<file path="config.mk">
export PLATFORM = sky130hd
export DESIGN_NAME = fp_align_add_flat
export DESIGN_NICKNAME = d
export VERILOG_FILES = /design/src/rtl/fp_align_add_if.sv /design/src/rtl/fp_align_add.sv /design/src/flat_wrapper.sv
export SDC_FILE = /design/constraint.sdc
export NUM_CORES = 1
export LEC_CHECK = 0
export ABC_AREA = 1
export ABC_CLOCK_PERIOD_IN_PS = 2950
export CORE_UTILIZATION = 50
export DETAILED_ROUTE_END_ITERATION = 6
export GPL_TIMING_DRIVEN = 0
export PLACE_DENSITY = 0.77
export SYNTH_ARGS = -nofsm -noshare
export SYNTH_HDL_FRONTEND = slang
export SYNTH_SLANG_ARGS = --single-unit
</file>
<file path="constraint.sdc">
create_clock -name clk -period 2.95 [get_ports clk]
set_input_delay 0.4425 -clock clk [delete_from_list [all_inputs] [get_ports clk]]
set_output_delay 0.4425 -clock clk [all_outputs]
set_load 0.005 [all_outputs]
</file>
<file path="src/rtl/fp_align_add_if.sv">
// Handshake bundle for fp_align_add: operand side and result side.
// No logic; carries operands/op in, un-normalised sum/carry out.
// Valid/ready on both sides; the slave modport is the adder's view.
interface fp_align_add_if #(
    parameter int EXP_W  = 8,
    parameter int FRAC_W = 18
);
    localparam int W = 1 + EXP_W + FRAC_W;

    logic         in_valid;
    logic         in_ready;
    logic [W-1:0] a;
    logic [W-1:0] b;
    logic         op;
    logic         out_valid;
    logic         out_ready;
    logic [W-1:0] sum;
    logic         carry;

    modport slave (
        input  in_valid, a, b, op, out_ready,
        output in_ready, out_valid, sum, carry
    );

    modport master (
        output in_valid, a, b, op, out_ready,
        input  in_ready, out_valid, sum, carry
    );
endinterface

</file>
<file path="src/rtl/fp_align_add.sv">
// Floating-point add/subtract: magnitude swap, 1-bit/cycle alignment, fraction add/sub.
// Latency: diff+1 edges from accept (1 edge when diff >= FRAC_W), max FRAC_W edges.
// One op in flight; in_ready only in IDLE; result held in DONE until out_ready.
module fp_align_add #(
    parameter int EXP_W  = 8,
    parameter int FRAC_W = 18
) (
    input logic         clk,
    input logic         rst,
    fp_align_add_if.slave bus
);
    localparam int W     = 1 + EXP_W + FRAC_W;
    localparam int CNT_W = $clog2(FRAC_W + 1);
    localparam logic [EXP_W:0] FRAC_LIM = (EXP_W + 1)'(FRAC_W);

    typedef enum logic [1:0] {IDLE, ALIGN, DONE} state_t;

    state_t              state_q,      state_d;
    logic                big_sign_q,   big_sign_d;
    logic [EXP_W-1:0]    big_exp_q,    big_exp_d;
    logic [FRAC_W-1:0]   big_frac_q,   big_frac_d;
    logic [FRAC_W-1:0]   small_frac_q, small_frac_d;
    logic                sub_q,        sub_d;
    logic [CNT_W-1:0]    cnt_q,        cnt_d;
    logic [W-1:0]        sum_q,        sum_d;
    logic                carry_q,      carry_d;

    // Operand decode for the accept edge
    logic                a_sign, b_sign_eff, a_big;
    logic [EXP_W-1:0]    a_exp, b_exp, diff;
    logic [FRAC_W-1:0]   a_frac, b_frac;
    logic [FRAC_W:0]     add_res;
    logic [FRAC_W-1:0]   sub_res;

    assign a_sign     = bus.a[W-1];
    assign b_sign_eff = bus.b[W-1] ^ bus.op;
    assign a_exp      = bus.a[W-2 -: EXP_W];
    assign b_exp      = bus.b[W-2 -: EXP_W];
    assign a_frac     = bus.a[FRAC_W-1:0];
    assign b_frac     = bus.b[FRAC_W-1:0];
    // Unsigned {exp,frac} compare; a tie keeps A as the big operand
    assign a_big      = (bus.a[W-2:0] >= bus.b[W-2:0]);
    assign diff       = a_big ? (a_exp - b_exp) : (b_exp - a_exp);

    assign add_res    = {1'b0, big_frac_q} + {1'b0, small_frac_q};
    assign sub_res    = big_frac_q - small_frac_q;

    assign bus.in_ready  = (state_q == IDLE);
    assign bus.out_valid = (state_q == DONE);
    assign bus.sum       = sum_q;
    assign bus.carry     = carry_q;

    // Next-state and datapath updates for accept, alignment shift and result
    always_comb begin
        state_d      = state_q;
        big_sign_d   = big_sign_q;
        big_exp_d    = big_exp_q;
        big_frac_d   = big_frac_q;
        small_frac_d = small_frac_q;
        sub_d        = sub_q;
        cnt_d        = cnt_q;
        sum_d        = sum_q;
        carry_d      = carry_q;

        case (state_q)
            IDLE: begin
                if (bus.in_valid) begin
                    big_sign_d = a_big ? a_sign : b_sign_eff;
                    big_exp_d  = a_big ? a_exp  : b_exp;
                    big_frac_d = a_big ? a_frac : b_frac;
                    sub_d      = (a_sign != b_sign_eff);
                    // Shifts of FRAC_W or more would clear the fraction anyway
                    if ({1'b0, diff} < FRAC_LIM) begin
                        cnt_d        = diff[CNT_W-1:0];
                        small_frac_d = a_big ? b_frac : a_frac;
                    end else begin
                        cnt_d        = '0;
                        small_frac_d = '0;
                    end
                    state_d = ALIGN;
                end
            end
            ALIGN: begin
                if (cnt_q != '0) begin
                    small_frac_d = small_frac_q >> 1;
                    cnt_d        = cnt_q - 1'b1;
                end else begin
                    if (sub_q) begin
                        carry_d = 1'b0;
                        sum_d   = {big_sign_q, big_exp_q, sub_res};
                    end else begin
                        carry_d = add_res[FRAC_W];
                        sum_d   = {big_sign_q, big_exp_q, add_res[FRAC_W-1:0]};
                    end
                    // Exact zero is reported as positive
                    if (sum_d[FRAC_W-1:0] == '0 && !carry_d) begin
                        sum_d[W-1] = 1'b0;
                    end
                    state_d = DONE;
                end
            end
            DONE: begin
                if (bus.out_ready) begin
                    state_d = IDLE;
                end
            end
            default: state_d = IDLE;
        endcase
    end

    // State and datapath registers; reset abandons any operation in flight
    always_ff @(posedge clk or posedge rst) begin
        if (rst) begin
            state_q      <= IDLE;
            big_sign_q   <= 1'b0;
            big_exp_q    <= '0;
            big_frac_q   <= '0;
            small_frac_q <= '0;
            sub_q        <= 1'b0;
            cnt_q        <= '0;
            sum_q        <= '0;
            carry_q      <= 1'b0;
        end else begin
            state_q      <= state_d;
            big_sign_q   <= big_sign_d;
            big_exp_q    <= big_exp_d;
            big_frac_q   <= big_frac_d;
            small_frac_q <= small_frac_d;
            sub_q        <= sub_d;
            cnt_q        <= cnt_d;
            sum_q        <= sum_d;
            carry_q      <= carry_d;
        end
    end
endmodule

</file>
<file path="src/flat_wrapper.sv">
// flat-port wrapper written by rule: the top's interface ports become plain ports
module fp_align_add_flat 
#(
    parameter int EXP_W  = 8,
    parameter int FRAC_W = 18
)
  (clk, rst, bus_in_valid, bus_a, bus_b, bus_op, bus_out_ready, bus_in_ready, bus_out_valid, bus_sum, bus_carry);
  fp_align_add_if #(.EXP_W(EXP_W), .FRAC_W(FRAC_W)) bus_i ();
  input logic clk;
  input logic rst;
  input wire logic [$bits(bus_i.in_valid)-1:0] bus_in_valid;
  input wire logic [$bits(bus_i.a)-1:0] bus_a;
  input wire logic [$bits(bus_i.b)-1:0] bus_b;
  input wire logic [$bits(bus_i.op)-1:0] bus_op;
  input wire logic [$bits(bus_i.out_ready)-1:0] bus_out_ready;
  output wire logic [$bits(bus_i.in_ready)-1:0] bus_in_ready;
  output wire logic [$bits(bus_i.out_valid)-1:0] bus_out_valid;
  output wire logic [$bits(bus_i.sum)-1:0] bus_sum;
  output wire logic [$bits(bus_i.carry)-1:0] bus_carry;
  assign bus_i.in_valid = bus_in_valid;
  assign bus_i.a = bus_a;
  assign bus_i.b = bus_b;
  assign bus_i.op = bus_op;
  assign bus_i.out_ready = bus_out_ready;
  assign bus_in_ready = bus_i.in_ready;
  assign bus_out_valid = bus_i.out_valid;
  assign bus_sum = bus_i.sum;
  assign bus_carry = bus_i.carry;
  fp_align_add #(.EXP_W(EXP_W), .FRAC_W(FRAC_W)) u_core (.clk(clk), .rst(rst), .bus(bus_i));
endmodule
</file>
# == After elaboration in Yosys (flattened, before gate mapping) ==
# Cells that the tools add are included.
# op_classes
n_addsub,5
multipliers,0
div,0
magnitude_cmp,2
eq_ne,7
n_shift,0
n_mux,24
n_bitwise,2
reduce_logical,10
# ops
cell,count
two-way mux 18 bit,6
two-way mux 27 bit,2
case mux 18 bit (2 select lines),1
>= comparator 26 bit,1
adder 18 x 18 -> 19 bit,1
zero test 18 bit,1
subtractor 18 bit,1
two-way mux 8 bit,2
subtractor 8 bit,2
two-way mux 5 bit,3
case mux 5 bit (2 select lines),1
"less-than comparator 8 x 5 -> 1 bit, second input constant",1
two-way mux 2 bit,3
"inequality test 2 bit, second input constant",3
case mux 2 bit (3 select lines),1
AND reduction 3 bit,2
two-way mux 1 bit,5
nonzero test 5 bit,1
"subtractor 5 x 1 -> 5 bit, second input constant",1
AND reduction 2 bit,2
"equality test 2 x 1 -> 1 bit, second input constant",1
"equality test 2 bit, second input constant",1
zero test 2 bit,1
"inequality test 2 x 1 -> 1 bit, second input constant",1
6 further kinds,6
# word_totals
register_bits,81
latchBits,0
ram_bits,0
romBits,0
output_inout_bits,30
word_cells,59
memories,0

# == Logic depth before layout (Yosys ltp) ==
# logic_depth
ltp_word,7
ltp_mapped,20

# == Worst setup path after synthesis ==
# OpenSTA, ideal clock, no wires.
# synth_timing
path_kind,input -> register
startpoint,input port bus_b[23]
endpoint,register u_core.cnt_q[0]
arrival_time_ns,2.190
path_slack_ns,0.687
cell_stages,15
path_buffers,3
path_cell_list,inv_1 ha_1 buf_6 a21o_1 inv_2 o21ai_1 a21oi_2 nand3_2 buf_6 nor2_1 nand3_1 nand2_2 buf_6 nand3_2 a21oi_2
# synth_via
elab_chain_len,6
word_cells_on_any_way,8
# synth_lines
item,line,rtl
from (decl),flat_wrapper.sv:13,input wire logic [$bits(bus_i.b)-1:0] bus_b;
>= comparator 26 bit or subtractor 8 bit (tied branches),"fp_align_add.sv:42, fp_align_add.sv:43",
two-way mux 8 bit *,fp_align_add.sv:43,assign diff = a_big ? (a_exp - b_exp) : (b_exp - a_exp);
less-than comparator 8 x 5 -> 1 bit,fp_align_add.sv:73,"if ({1'b0, diff} < FRAC_LIM) begin"
two-way mux 5 bit *,fp_align_add.sv:73,
two-way mux 5 bit *,fp_align_add.sv:67,if (bus.in_valid) begin
case mux 5 bit (2 select lines) *,fp_align_add.sv:65,case (state_q)
to (signal assigned),fp_align_add.sv:130,cnt_q <= cnt_d;
to (decl),fp_align_add.sv:24,"logic [CNT_W-1:0] cnt_q, cnt_d;"
# Mark *: on every way between the ends. The rest lies on a longest branch, timed or not. The select of a mux whose other input is x is not followed.
# A chain may end at the register's enable or synchronous reset.

# == Worst setup path in the final report ==
# layout_timing
startpoint,input port bus_b[24]
endpoint,register u_core.big_exp_q[1]
# layout_via
elab_chain_len,2
# layout_lines
item,line,rtl
>= comparator 26 bit,fp_align_add.sv:42,assign a_big = (bus.a[W-2:0] >= bus.b[W-2:0]);
two-way mux 8 bit,fp_align_add.sv:69,big_exp_d = a_big ? a_exp : b_exp;
to (signal assigned),fp_align_add.sv:126,big_exp_q <= big_exp_d;
to (decl),fp_align_add.sv:20,"logic [EXP_W-1:0] big_exp_q, big_exp_d;"
# Every way passes these cells.

==> impl_metrics.yaml <==
logic_synthesis:
  synth_edf_count: 0
  yosysMostFrequentCell: "nand2_1"
  ys_seq_elements: 81
  yosysWarnings: 0
  yosysUniqueCellTypes: 41
  synth_top_flop_cell: "dfrtp_1"
  synthTopCellsByCount: "nand2_1 (313), inv_1 (158), nor2_1 (143)"
  ys_seq_area_share_pct: 26.3
  synthArstFlopShare_pct: 100
  netlist_area_mm2: 0.00770
  synth_area_leaders: "dfrtp_1 (26%), nand2_1 (15%), ha_1 (12%), inv_1 (7.7%), nor2_1 (7.0%)"
  syn-num-nets: 1310
  netlist_instances: 1176
  synth_top_area_share_pct: 26.3
  yosys.area.top_type: "dfrtp_1"
  avgSynthCellArea_um2: 6.55
power:
  powerDensity_mw_per_mm2: 1100
  p_total_mw: 10.0
  irDropWorstVdd_v: 0.000387
  p_leak_nw: 4.65
clock_tree:
  postCtsSetupBuffers: 0
  clkTransAtPathRegs_ps: 60
  worstSkewPairLatency_ps: 360
  cts_tree: "built"
  post_cts_resized: 0
  cts_hold_buf: 0
  root_buffer: "clkbuf_16"
  cts.sinks: 81
  cts-htree-levels: 3
  cts.path.max_buffers: 2
  cts_made_buffers: 9
die:
  die_x_um: 126
  initial_utilization_pct: 52.2
  dieArea_mm2: 0.0159
  fp.dieH_um: 126
  core_area_mm2: 0.0148
  rows: 44
  ios: 89
worst_setup_path:
  critPathMaxFanout: 10
  reg2reg_depth: 15
  critical-path-max-stage-delay_ps: 510
  crit_type: "primary input to register"
  cp.buffers_inverters: 5
  r2r_start: "u_core.big_frac_q[7]$_DFFE_PP0P_"
  critPathTopFamily: "buffers and inverters"
  startpoint_type: "primary input"
  crit_chain: "clkdlybuf4s50_1 > inv_1 > ha_1 > buf_4 > nand2_2 > nor2_1 > nand3_2 > nor4_4 > nand2_2 > nand3_2 > buf_6 > clkbuf_1 > o21ai_0 > o21ai_0"
  r2r-end: "u_core.bus.sum[26]$_DFFE_PP0P_"
  cp_slowest_cell: "clkdlybuf4s50_1"
  cp_data_arrival_time_ps: 3070
  reg2reg_setup_slack_ps: 240
  end_kind: "register"
  crit_required_ps: 3220
sta:
  whs_ps: 384
  finalMaxSlewViolations: 0
  setup_ws_ps: 157
  max_freq_mhz: 358
  period_share_pct: 94.7
  max_slew_margin_pct: 55.3
  rsz0062_at_grt: "false"
  fin_crit_ps: 2790
  fin_skew_ps: 11.3
  hold_violations: 0
  final-setup-viol-count: 0
  worst_pin_slew_ps: 671
grt:
  antenna_found_initial: 0
  grt_max_degree: 63
  grt_pass1_vias: 7514
  grt_pass1_wl_um: 36000
  grt-ovfl-total: 0
  grt_use_total_pct: 28.5
layout:
  final_core_util_pct: 61.9
  area_growth_syn_to_layout_pct: 18.5
  insertedDiodeCount: 0
  drive_gt1_share_pct: 7.27
  fillers: 1487
  fin_nets: 1409
  fin_cells: 1464
placed_design:
  dp_hpwl_um: 17600
  io_buffers: 88
  gp_congestion: 0.934
  dp.cells: 1449
  dpl_worst_slack_ps: -354
detailed_routing:
  wl_um: 21800
  post-route-drc-count: 0
  drt_iter0_drc: 622
  drt-pass1-iter-count: 5
  vias: 7810
  avgRoutedWirePerCell_um: 14.9
  antenna_left: 0
  via_per_inst: 5.33
worst_hold_path:
  hp-class: "primary input to asynchronous set/reset pin"
outcome:
  status: "completed"
flow_run:
  max_cap_violations: 0
[cell type report]
| cell class | instances | area (µm²) | area share (%) |
|---|---|---|---|
| plain buffers | 49 | 274 | 3.00 |
| clock buffers | 10 | 229 | 2.51 |
| clock inverters | 6 | 43.8 | 0.480 |
| inverters | 162 | 611 | 6.69 |
| multi-input cells | 883 | 4810 | 52.6 |
| flip-flops and latches | 81 | 2030 | 22.2 |
| well taps | 184 | 230 | 2.52 |
| repair buffers | 89 | 908 | 9.95 |
[where the power goes]
part / leakage (nW) / internal (mW) / total [mW] / switching (mW)
clock: 0.133 / 0.574 / 1.09 / 0.514
combinational: 3.51 / 2.44 / 6.90 / 4.45
sequential: 1.01 / 1.64 / 2.06 / 0.419
[flip-flops by register name, summed over array words and instances (netlist names)]
name,cells
u_core.big_exp_q,8
u_core.big_frac_q,18
u_core.big_sign_q,1
u_core.bus.carry,1
u_core.bus.sum,27
u_core.cnt_q,5
u_core.small_frac_q,18
u_core.state_q,2
u_core.sub_q,1
[kinds of logic (layout without fill, tap and decap cells)]
group	after synthesis	count (layout)	share of synthesized area (%)
adder cells (fa/ha/maj)	75	75	12.6
flip-flops	81	81	26.3
AND/OR/NAND/NOR	571	571	31.8
buffers and inverters	212	316	11.4
AO/OA/AOI/OAI	225	225	16.5
XOR/XNOR	12	12	1.36
[per-stage QoR]
step / area (µm²) / TNS, ps
after floorplan: 7700 / 0
after global placement: 8810 / -79080
after detailed placement: 8840 / -7700
after CTS: 9110 / 0
after global routing: 9130 / 0
final: 9130 / 0
[worst max-delay path by stage]
stage	cells after the start	to	startpoint	slack, ps
3_5_place_dp	11	u_core.big_exp_q[0]$_DFFE_PP0P_	bus_b[19]	-350
2_1_floorplan	1	u_core.big_exp_q[0]$_DFFE_PP0P_	rst	430
3_3_place_gp	2	u_core.big_frac_q[13]$_DFFE_PP0P_	rst	-910
6_report	14	u_core.big_exp_q[1]$_DFFE_PP0P_	bus_b[24]	160
4_1_cts	11	u_core.big_exp_q[0]$_DFFE_PP0P_	bus_b[19]	10
5_1_grt	14	u_core.big_exp_q[1]$_DFFE_PP0P_	bus_b[20]	4
[metal layers]
layer  routed length (µm)  global-route usage [%]  vias up  part of all wire (%)
li1                     -                       -     3956                     -
met1                 9730                    35.6     3593                    45
met2                10500                    49.6      222                    48
met3                  969                    3.27       39                   4.4
met4                  624                    12.3        0                   2.9
met5                    0                       0        -                     0
[worst reg2reg max path, stage by stage, from the launching register on]
cell,delay [ps]
dfrtp_1,450
ha_1,310
clkbuf_1,300
nand2_1,200
nor2_1,170
nand3_1,120
nand3_1,170
nand2_1,70
o21bai_1,130
inv_1,80
nand3_1,70
nand2_1,110
nor2_1,110
nand4_1,170
nand2_1,100
nand2_1,50
[placed cells by master, fill, tap and decap left out, types with 2 or more instances in the layout]
cell / instances
inv_1: 157
clkdlybuf4s50_1: 88
xor2_1: 8
o22ai_1: 2
buf_6: 4
o21a_1: 3
o21bai_1: 4
o21ai_1: 2
and2_1: 2
clkbuf_2: 2
nand3_1: 57
nor3_1: 11
clkbuf_1: 30
dfrtp_1: 81
clkbuf_16: 9
nand4_1: 12
clkbuf_4: 3
fa_1: 4
o21ai_0: 101
a21o_1: 8
buf_4: 5
buf_2: 4
clkinv_2: 2
a31oi_1: 2
o211ai_1: 2
a21oi_1: 72
nand2_1: 313
inv_2: 3
xnor2_1: 4
buf_8: 2
nand3b_1: 3
ha_1: 71
nor2_1: 142
nand3_2: 22
nand2_2: 5
clkinv_4: 2
o31ai_1: 4
a21oi_2: 20
(Power assumes the default switching activity.)
